$ cat config.mk
export PLATFORM = sky130hd
export DESIGN_NAME = uart_tx_arbiter
export DESIGN_NICKNAME = d
export VERILOG_FILES = /design/src/rtl/uart_tx_arbiter.sv
export SDC_FILE = /design/constraint.sdc
export NUM_CORES = 1
export LEC_CHECK = 0
export ABC_AREA = 1
export BUFFER_PORTS_ARGS = -buffer_cell sky130_fd_sc_hd__clkbuf_2
export CORE_ASPECT_RATIO = 0.75
export CORE_UTILIZATION = 59
export CTS_CLUSTER_SIZE = 25
export DETAILED_ROUTE_END_ITERATION = 12
export PLACE_DENSITY = 0.9
export SLEW_MARGIN = 15
export SYNTH_ARGS = -nofsm -noshare
export SYNTH_HDL_FRONTEND = slang
export SYNTH_SLANG_ARGS = --single-unit
$ cat constraint.sdc
create_clock -name clk -period 2.6 [get_ports clk]
set_input_delay 0.13 -clock clk [delete_from_list [all_inputs] [get_ports clk]]
set_output_delay 0.13 -clock clk [all_outputs]
set_load 0.02 [all_outputs]
$ cat src/rtl/uart_tx_arbiter.sv
// Round-robin sharing of one UART transmitter between N_REQ byte producers; gnt/start_send one cycle after req is sampled.
// Backpressure: a new grant needs enable high and tx_busy low in IDLE; requests seen outside IDLE are ignored.
module uart_tx_arbiter #(
  parameter int N_REQ        = 2,
  parameter int CLKS_PER_BIT = 434,
  parameter int START_TMO    = 16,
  parameter int FRAME_BITS   = 12
) (
  input  logic               clk,
  input  logic               reset,
  input  logic               enable,
  input  logic [N_REQ-1:0]   req,
  input  logic [8*N_REQ-1:0] req_data,
  input  logic               tx_busy,
  output logic [N_REQ-1:0]   gnt,
  output logic [N_REQ-1:0]   done,
  output logic               start_send,
  output logic [7:0]         in_data,
  output logic               err,
  output logic [1:0]         owner
);

  localparam int FRAME_TMO = FRAME_BITS * CLKS_PER_BIT;
  localparam int TW        = $clog2(FRAME_TMO + 1);

  localparam logic [TW-1:0] START_LAST = TW'(START_TMO - 1);
  localparam logic [TW-1:0] FRAME_LAST = TW'(FRAME_TMO - 1);
  localparam logic [TW-1:0] TMR_MAX    = {TW{1'b1}};

  localparam logic [1:0] IDLE      = 2'd0;
  localparam logic [1:0] START     = 2'd1;
  localparam logic [1:0] WAIT_BUSY = 2'd2;
  localparam logic [1:0] WAIT_DONE = 2'd3;

  logic [1:0]    state;
  logic [1:0]    last_grant;
  logic [TW-1:0] timer;
  logic [3:0]    req_pad;
  logic [31:0]   data_pad;
  logic [1:0]    pick;
  logic          pick_vld;
  logic [2:0]    scan_sum;
  logic [1:0]    scan_idx;
  logic          start_timeout;
  logic          frame_timeout;

  assign req_pad  = 4'(req);
  assign data_pad = 32'(req_data);

  // First requester found scanning upward from the one after the last served.
  always_comb begin
    pick     = '0;
    pick_vld = 1'b0;
    scan_sum = '0;
    scan_idx = '0;
    for (int k = 1; k <= N_REQ; k++) begin
      scan_sum = {1'b0, last_grant} + 3'(k);
      if (scan_sum >= 3'(N_REQ)) scan_sum = scan_sum - 3'(N_REQ);
      scan_idx = scan_sum[1:0];
      if (!pick_vld && req_pad[scan_idx]) begin
        pick     = scan_idx;
        pick_vld = 1'b1;
      end
    end
  end

  assign start_timeout = (state == WAIT_BUSY) && !tx_busy && (timer == START_LAST);
  assign frame_timeout = (state == WAIT_DONE) && tx_busy && (timer == FRAME_LAST);
  assign start_send    = (state == START);
  assign err           = start_timeout | frame_timeout;

  for (genvar g = 0; g < N_REQ; g++) begin : g_per_req
    assign gnt[g]  = start_send && (owner == 2'(g));
    assign done[g] = (state == WAIT_DONE) && !tx_busy && (owner == 2'(g));
  end

  always_ff @(posedge clk or negedge reset) begin
    if (!reset) begin
      state      <= IDLE;
      last_grant <= 2'(N_REQ - 1);
      owner      <= '0;
      in_data    <= 8'h00;
      timer      <= '0;
    end else begin
      case (state)
        IDLE: begin
          if (enable && pick_vld && !tx_busy) begin
            owner   <= pick;
            in_data <= data_pad[{pick, 3'b000} +: 8];
            state   <= START;
          end
        end
        START: begin
          timer <= '0;
          state <= WAIT_BUSY;
        end
        WAIT_BUSY: begin
          if (tx_busy) begin
            timer <= '0;
            state <= WAIT_DONE;
          end else if (start_timeout) begin
            last_grant <= owner;
            state      <= IDLE;
          end else if (timer != TMR_MAX) begin
            timer <= timer + TW'(1);
          end
        end
        WAIT_DONE: begin
          // A timed-out frame still advances the pointer so a stuck TX cannot starve others.
          if (!tx_busy || frame_timeout) begin
            last_grant <= owner;
            state      <= IDLE;
          end else if (timer != TMR_MAX) begin
            timer <= timer + TW'(1);
          end
        end
        default: state <= IDLE;
      endcase
    end
  end

endmodule
==> results.yml <==
sta:
  fin_crit_ps: 2150
  timing.fmax_mhz: 465
  grt_setup_unrepaired: "false"
  timing_max_transition_violations_final: 0
  final.setup.tns_ps: 0
  final-setup-viol-count: 0
  final_min_period_over_clock_period_pct: 82.6
  slew_headroom_pct: 55.8
  timing.final.hold_violations: 0
  worst_pin_slew_ps: 664
  clock_skew_ps: 5.62
  final_layout_worst_hold_slack_ps: 169
final_layout:
  antenna-diode-count: 0
  area_of_combinational_cells_with_multiple_inputs_um2: 1110
  final_cells: 366
  drive_above_1_share_pct: 18.3
  total_area_of_sequential_cells_um2: 677
  fin_nets: 357
  layout.core_utilization_pct: 72.0
  fill_cells: 245
  layout_overhead_on_the_synthesized_area_pct: 13.4
placed_design:
  place.detailed.instances: 361
  port_buffers: 37
  place.detailed.hpwl_um: 3680
  gp_congestion: 0.960
worst_setup_path:
  timing.rr.start: "state[0]$_DFFE_PN0P_"
  ff2ff_setup_slack_ps: 460
  worst_ep_required_time_ps: 2470
  setup.worst_path.end_class: "output port"
  critical_path.cell_chain: "inv_1 -> ha_1 -> nand2_1 -> inv_1 -> nand4_1 -> o21ai_0 -> clkbuf_2"
  crit_path_max_incr_delay_ps: 510
  crit_type: "reg2out"
  logic_depth_of_the_worst_register_to_register_path: 9
  worst_ep_arrival_time_ps: 2020
  worst_path_most_repeated_cell: "inv_1"
  crit_slowest_cell: "ha_1"
  crit_path_start_kind: "flip-flop"
  peak_fanout_along_the_critical_path: 14
  r2r_path_end: "timer[8]$_DFFE_PN0P_"
cts:
  htreeDepth: 1
  post-cts-setup-buffers: 0
  cts-hold-fix-buffers: 1
  ctsRootBufferMaster: "clkbuf_8"
  cts-root-to-sink-buffers: 2
  tritoncts: "done"
  clkSlewWorstSetupHoldPaths_ps: 90
  clkLatencyLatePin_ps: 270
  tritoncts_num_sinks: 27
  post_cts_resize_count: 0
  tritoncts.num_buffers: 3
job:
  cap_viol_max_count: 0
floorplan:
  die_w_um: 67.8
  io-pin-count: 38
  die-area_um2: 3480
  core-area_um2: 3020
  chipHeight_um: 51.4
  rows: 17
  start_util_pct: 63.5
route:
  drt-pass1-iter-count: 6
  detailroute.via_count: 1984
  detail_route.wl_per_cell_um: 13.0
  via_per_inst: 5.42
  route.final.wire_length_um: 4750
  number_of_remaining_drc_errors: 0
  dr.first_iter.drc_count: 229
  final_antenna_net_count: 0
worst_hold_path:
  min_from: "req_data[9]"
  timing.hold.worst_path_depth: 3
  hold_path.class: "in2reg"
  hold_path_end: "in_data[1]$_DFFE_PN0P_"
outcome:
  result_of_the_run: "finished clean"
power:
  power_density_nw_per_um2: 790
  irDropWorstVdd_v: 0.000563
  leakage_dissipation_nw: 1.23
logic_synthesis:
  synthesis.area_per_instance_um2: 6.56
  netlist-cell-type-count: 28
  seq_area_frac_synth_pct: 35.3
  seq_cells_post_synth: 27
  yosysWarnings: 0
  netlist_instances: 292
  synth_nets: 320
  combined_area_of_all_synthesized_cells_um2: 1920
grt:
  grt_first_pass_wirelength_um: 7910
  grt_antenna_before_repair: 0
  grt_start_max_net_pins: 28
  tot_gr_track_use_pct: 30.6
  grt-ovfl-total: 0
  first_global_vias: 1789
## state kept, by name, indices dropped and copies added, names as in the netlist
name / count
in_data: 8
last_grant: 2
owner: 2
state: 2
timer: 13
## cells by family (layout without fill, tap and decap cells)
kind of cell,count (synthesis),after routing,synth area share [%]
and+or+nand+nor,198,198,45.2
AOI/OAI and AO/OA,23,23,6.33
adders and majority gates,6,6,3.92
xor gates and xnor gates,5,5,2.29
buffers and inverters,33,69,6.92
DFF,27,27,35.3
## stage by stage
stage / power [mW] / worst slack [ps] / cell area (um^2)
4_1_cts: 1.72 / 471 / 2170
2_1_floorplan: 1.26 / 1020 / 1920
6_report: 1.72 / 451 / 2170
3_3_place_gp: 1.45 / 621 / 2120
3_5_place_dp: 1.47 / 536 / 2120
5_1_grt: 1.87 / 215 / 2170
## synthesized netlist by cell type
cell      instances  area share [%]
dfstp_2           1             1.4
nor2_2            1            0.33
buf_2             1            0.26
or2_2             8             2.6
nor4_1            2            0.65
inv_1            25             4.9
nor3_2            1            0.52
xnor2_1           2            0.91
buf_6             1            0.59
xor2_1            3             1.4
clkbuf_1          3            0.59
nand3_2           1            0.52
nand2_2           3            0.98
ha_1              6             3.9
nand3_1          26             6.8
o21ai_2           1            0.46
nand2_1         122              24
o21ai_0          20             5.2
nor2_4            1            0.59
inv_2             2            0.39
dfrtp_1          26              34
nor3_1            4             1.0
nand4_1           9             2.9
o21ai_1           1            0.26
nand4_2           1            0.65
nor2_1           19             3.7
buf_1             1            0.20
o21a_1            1            0.39
## cell usage in the layout (no fill, tap or decap), drive strengths merged
cell         count
nand2          125
nand4           10
inv             27
nor2            21
o21ai           22
dfrtp           26
ha               6
nand3           27
clkbuf          41
or2              8
xor2             3
nor3             5
dlygate4sd3      1
dfstp            1
xnor2            2
nor4             2
o21a             1
## report_power, final
| part | internal (mW) | switching [mW] | total, mW |
|---|---|---|---|
| registers | 0.536 | 0.0947 | 0.631 |
| clock network | 0.110 | 0.126 | 0.236 |
| logic | 0.261 | 0.590 | 0.851 |
## worst max-delay path, delay by kind of cell (launching register included)
kind | cells | cell delay [ps]
buffers and inverters | 3 | 460
DFF | 1 | 430
AOI/OAI and AO/OA | 1 | 120
adders and majority gates | 1 | 510
and+or+nand+nor | 2 | 230
## worst max-delay path by stage
stage	start	to	slack (ps)	cells after the start
global route	state[0]$_DFFE_PN0P_	timer[8]$_DFFE_PN0P_	220	9
finish	state[0]$_DFFE_PN0P_	err	450	7
global placement	state[0]$_DFFE_PN0P_	timer[4]$_DFFE_PN0P_	620	9
detailed placement	state[0]$_DFFE_PN0P_	timer[9]$_DFFE_PN0P_	540	9
floorplan	timer[0]$_DFFE_PN0P_	timer[12]$_DFFE_PN0P_	1020	9
CTS	state[0]$_DFFE_PN0P_	err	470	7
## layer usage
| metal | wire (um) | up-vias | track usage, % |
|---|---|---|---|
| met2 | 2110 | 92 | 44.9 |
| met3 | 406 | 6 | 9.15 |
| met1 | 2210 | 878 | 44.1 |
| met4 | 23 | 0 | 6.25 |
| met5 | 0 | - | 0 |
| li1 | - | 1008 | - |
## final cells by class
class,instances,area share [%]
multi-input combinational,232,50.9
clock buffer,4,2.07
inverter,27,4.66
timing repair buffer,38,8.98
sequential,27,31.1
tap,38,2.19
Power figures use the tool's default switching activity.
